==> config.mk <==
export PLATFORM = sky130hd
export DESIGN_NAME = truth_table_sequencer
export DESIGN_NICKNAME = d
export VERILOG_FILES = /design/src/rtl/truth_table_sequencer.sv
export SDC_FILE = /design/constraint.sdc
export NUM_CORES = 1
export LEC_CHECK = 0
export CAP_MARGIN = 5
export CORE_UTILIZATION = 67
export DETAILED_ROUTE_END_ITERATION = 8
export PLACE_DENSITY = 0.87
export SYNTH_ARGS = -nofsm -noshare
export SYNTH_HDL_FRONTEND = slang
export SYNTH_SLANG_ARGS = --single-unit
==> constraint.sdc <==
create_clock -name clk -period 10.45 [get_ports clk]
set_input_delay 2.09 -clock clk [delete_from_list [all_inputs] [get_ports clk]]
set_output_delay 2.09 -clock clk [all_outputs]
set_load 0.1 [all_outputs]
==> src/rtl/truth_table_sequencer.sv <==
// truth_table_sequencer: loadable 2^N_IN x N_OUT function table.
// The table is evaluated either by a registered lookup of a live input
// vector (IDLE) or by an autonomous row-by-row sweep with a valid/ready
// handshake (SWEEP), followed by a one-cycle completion pulse (DONE).
module truth_table_sequencer #(
  parameter int N_IN  = 4,   // function inputs, legal range 1..8
  parameter int N_OUT = 10   // function outputs / table row width
) (
  input  logic             clk,
  input  logic             rst,
  input  logic             wr_en,
  input  logic [N_IN-1:0]  wr_addr,
  input  logic [N_OUT-1:0] wr_data,
  input  logic [N_IN-1:0]  in_vec,
  input  logic             start,
  input  logic             out_ready,
  output logic [N_OUT-1:0] f_out,
  output logic [N_IN-1:0]  row_out,
  output logic             out_valid,
  output logic             busy,
  output logic             done
);

  localparam int DEPTH = 1 << N_IN;
  // The counter is one bit wider than a row index so the last-row compare
  // stays unambiguous even when DEPTH fills the whole index range.
  localparam logic [N_IN:0]   LAST_ROW = (N_IN + 1)'(DEPTH - 1);
  localparam logic [N_IN-1:0] ROW_ZERO = '0;

  typedef enum logic [1:0] {
    IDLE  = 2'd0,
    SWEEP = 2'd1,
    DONE  = 2'd2
  } state_t;

  logic [N_OUT-1:0] tbl_q [DEPTH];
  state_t           state_q;
  logic [N_IN:0]    rowCnt_q;
  logic [N_IN:0]    rowCnt_d;
  logic [N_OUT-1:0] fOut_q;
  logic [N_IN-1:0]  rowOut_q;
  logic             outValid_q;
  logic             busy_q;
  logic             done_q;
  logic             accept;

  // Handshake acceptance and the candidate next row of a sweep.
  always_comb begin
    accept   = outValid_q & out_ready;
    rowCnt_d = rowCnt_q + (N_IN + 1)'(1);
  end

  // Function table storage; writes are honoured in every state and
  // readers in the same cycle still see the old contents.
  always_ff @(posedge clk or posedge rst) begin
    if (rst) begin
      for (int i = 0; i < DEPTH; i++) begin
        tbl_q[i] <= '0;
      end
    end else if (wr_en) begin
      tbl_q[wr_addr] <= wr_data;
    end
  end

  // Sequencer FSM with all outputs registered.
  always_ff @(posedge clk or posedge rst) begin
    if (rst) begin
      state_q    <= IDLE;
      rowCnt_q   <= '0;
      fOut_q     <= '0;
      rowOut_q   <= '0;
      outValid_q <= 1'b0;
      busy_q     <= 1'b0;
      done_q     <= 1'b0;
    end else begin
      case (state_q)
        IDLE: begin
          done_q     <= 1'b0;
          if (start) begin
            state_q    <= SWEEP;
            rowCnt_q   <= '0;
            fOut_q     <= tbl_q[ROW_ZERO];
            rowOut_q   <= ROW_ZERO;
            outValid_q <= 1'b1;
            busy_q     <= 1'b1;
          end else begin
            fOut_q     <= tbl_q[in_vec];
            rowOut_q   <= in_vec;
            outValid_q <= 1'b0;
            busy_q     <= 1'b0;
          end
        end
        SWEEP: begin
          if (accept) begin
            if (rowCnt_q == LAST_ROW) begin
              state_q    <= DONE;
              outValid_q <= 1'b0;
              busy_q     <= 1'b0;
              done_q     <= 1'b1;
            end else begin
              rowCnt_q <= rowCnt_d;
              fOut_q   <= tbl_q[rowCnt_d[N_IN-1:0]];
              rowOut_q <= rowCnt_d[N_IN-1:0];
            end
          end else begin
            // Re-read the presented row so a late write reaches the consumer.
            fOut_q <= tbl_q[rowCnt_q[N_IN-1:0]];
          end
        end
        DONE: begin
          state_q <= IDLE;
          done_q  <= 1'b0;
        end
        default: begin
          state_q    <= IDLE;
          outValid_q <= 1'b0;
          busy_q     <= 1'b0;
          done_q     <= 1'b0;
        end
      endcase
    end
  end

  assign f_out     = fOut_q;
  assign row_out   = rowOut_q;
  assign out_valid = outValid_q;
  assign busy      = busy_q;
  assign done      = done_q;

endmodule
==> flow_summary.ini <==
[worst_setup_path]
crit_chain = clkdlybuf4s50_1 -> mux4_1 -> mux2_2 -> o22ai_2 -> o21ai_1 -> o32a_1
worst_ep_required_time_ns = 10.78
startpoint_type = input pin
max_stage_delay_ns = 1.25
regToRegSetupSlack_ns = 6.94
r2r-end = f_out[7]$_DFFE_PP0P_
crit_start = in_vec[3]
endpoint_kind = flip-flop
critical_path_class = input pin to flip-flop
worstRegToRegCells = 6
rr_startpoint = rowCnt_q[0]$_DFFE_PP0P_
cp_slowest_cell = clkdlybuf4s50_1
endpoint = f_out[0]$_DFFE_PP0P_
worstPathMaxFanout = 16
timing.critical_path.arrival_ns = 4.68

[synthesis]
avgSynthCellArea_sq_um = 13.9
synth_cells = 791
synth_cell_types = 44
ys_seq_elements = 183
synth_top_cell_area_share = 0.417
synth-edff-count = 0
synthFlopType = dfrtp_1
syn_area_sq_um = 11000
yosysWarnings = 0
syn_nets = 816
yosysTopAreaCell = dfrtp_1
yosysSeqAreaShare = 0.417
async_flop_share = 1.00
synthTopCellsByArea = dfrtp_1, mux4_2, mux2_2, nand2_1, mux2i_1

[power_and_ir_drop]
ir_drop_mv = 0.265
leakage_nw = 4.91
power_density_nw_per_um2 = 288
power.total_mw = 3.48

[grt]
grt_max_degree = 102
grt_pass1_wl_mm = 47.2
grt_pass1_vias = 8114
antenna_found_initial = 0
grt_usage = 0.393
grt_overflow = 0

[cts]
cts-htree-levels = 4
cts_hold_repair.buffers = 0
clk_path_buf_depth = 2
path_clk_slew_ns = 0.07
cts_resized = 0
cts_tree = built
cts.sink_count = 183
cts_setup_buffers = 0
numCtsBuffers = 17
cts_root_buf = clkbuf_16
clock_latency_ns = 0.44

[timing]
final-hold-violation-count = 0
maxSlewViolCount = 0
timing.fmax_mhz = 230
postLayoutSetupSlackWorst_ns = 6.10
tns_ns = 0
clock_skew_ns = 0.00701
setup-violations-final = 0
finalCriticalPeriod_ns = 4.35
rsz0062_at_grt = no
worst_pin_slew_ns = 1.45
maxSlewHeadroom = 0.0290
period_share = 0.417

[die]
die_w_um = 130
start_util = 0.690
io_pins = 40
die-height_um = 130
num_rows = 46
coreArea_sq_um = 15900
fp.dieArea_sq_um = 16900

[final_layout]
finalNetCount = 826
multiInputGateArea_sq_um = 6060
layout.cells.non_filler = 1030
final_util = 0.758
drive_gt1_frac = 0.432
area_delta_synth_final_pct = 9.98
seq_area_sq_um = 4580
antenna_cells = 0
fillCellCount = 923

[placed_design]
pre_cts_slack_ns = 5.74
globalplace.congestion = 0.904
numPortBuffers = 39
place_inst = 998
hpwl_mm = 17.8

[routing]
wl_mm = 30.2
initialDrtViolationCount = 1072
dr.pass1.iters = 5
post-route-drc-count = 0
viasPerCell = 7.65
vias = 7879
wl_per_cell_um = 29.4
ant_nets = 0

[hold_path]
hold_start = done$_DFFE_PP0P_
hold_path_class = flip-flop to flip-flop
hold_path_depth = 1

[run]
maxCapViolCount = 0

[status]
status = finished, final reports clean
==> cells in the mapped netlist, types with 2 or more instances <==
| library cell | count |
|---|---|
| o211ai_1 | 2 |
| mux2_2 | 165 |
| or3_1 | 4 |
| dfrtp_1 | 183 |
| o21ai_1 | 2 |
| o22ai_1 | 3 |
| buf_4 | 5 |
| a211oi_1 | 8 |
| a22oi_1 | 7 |
| nor2b_1 | 2 |
| buf_6 | 2 |
| nor3b_1 | 2 |
| nor2_1 | 39 |
| a31oi_1 | 18 |
| nand2b_1 | 6 |
| mux4_2 | 123 |
| o21ai_0 | 16 |
| nand3_1 | 6 |
| clkbuf_1 | 27 |
| inv_1 | 12 |
| nand2_1 | 67 |
| and3_1 | 3 |
| buf_2 | 32 |
| mux4_1 | 2 |
| mux2i_1 | 22 |
| and2_1 | 2 |
| nand3b_1 | 5 |
| o32a_1 | 2 |
| a21oi_1 | 7 |
| or2_2 | 2 |
| ha_1 | 2 |
==> metal layers <==
layer  wire, um  track usage  share of wire
met3       3780        0.128           0.13
met5          0            0              0
met2      14300        0.603           0.47
met4       1650        0.211          0.054
met1      10500        0.504           0.35
==> worst max-delay path, delay by kind of cell <==
kind                   cells  cell delay (ns)
buffers and inverters      1             1.25
multiplexers               2             0.71
AO/OA/AOI/OAI              3             0.62
==> flip-flops by register name, summed over array words and instances (netlist names) <==
| register | cells |
|---|---|
| row_out | 4 |
| state_q | 2 |
| f_out | 10 |
| tbl_q | 160 |
| rowCnt_q | 5 |
| busy | 1 |
| done | 1 |
==> power by group <==
part | internal, mW | leakage [nW] | switching, mW
registers | 0.895 | 2.24 | 0.213
clock network | 0.394 | 0.294 | 0.281
logic | 0.810 | 2.38 | 0.891
total | 2.10 | 4.91 | 1.38
==> kinds of logic after synthesis <==
| logic type | count (synthesis) | share of synthesized area |
|---|---|---|
| buffers and inverters | 78 | 0.0333 |
| AO/OA/AOI/OAI | 73 | 0.0435 |
| flip-flops | 183 | 0.417 |
| AND/OR/NAND/NOR | 140 | 0.0555 |
| XOR/XNOR | 3 | 0.00307 |
| multiplexers | 312 | 0.446 |
| adder cells (fa/ha/maj) | 2 | 0.00228 |
==> layout make-up <==
| type | count | area share |
|---|---|---|
| clock buffers | 20 | 0.0386 |
| clock inverters | 12 | 0.0123 |
| inverters | 12 | 0.00414 |
| multi-input cells | 530 | 0.501 |
| flip-flops and latches | 183 | 0.379 |
| well taps | 216 | 0.0224 |
| repair buffers | 57 | 0.0426 |
==> worst min-delay path by stage <==
stage,to
floorplan,rowCnt_q[4]$_DFFE_PP0P_
global placement,rowCnt_q[4]$_DFFE_PP0P_
detailed placement,done$_DFFE_PP0P_
CTS,done$_DFFE_PP0P_
global route,done$_DFFE_PP0P_
finish,done$_DFFE_PP0P_
==> per-stage QoR <==
| step | hold WS [ns] | cell area (sq um) |
|---|---|---|
| global route | 0.523 | 12100 |
| detailed placement | 0.477 | 11500 |
| floorplan | 0.449 | 11000 |
| finish | 0.495 | 12100 |
| CTS | 0.492 | 12100 |
| global placement | 0.460 | 11500 |
==> placed cells by master, fill, tap and decap left out, types with 17 or more instances in the layout <==
cell type,instances
a31oi_1,18
buf_4,18
clkbuf_16,17
clkdlybuf4s50_1,37
dfrtp_1,181
mux2_2,165
mux2i_1,22
mux4_2,123
nand2_1,67
nor2_1,37
Note: power is estimated with default switching activity, not from simulation.
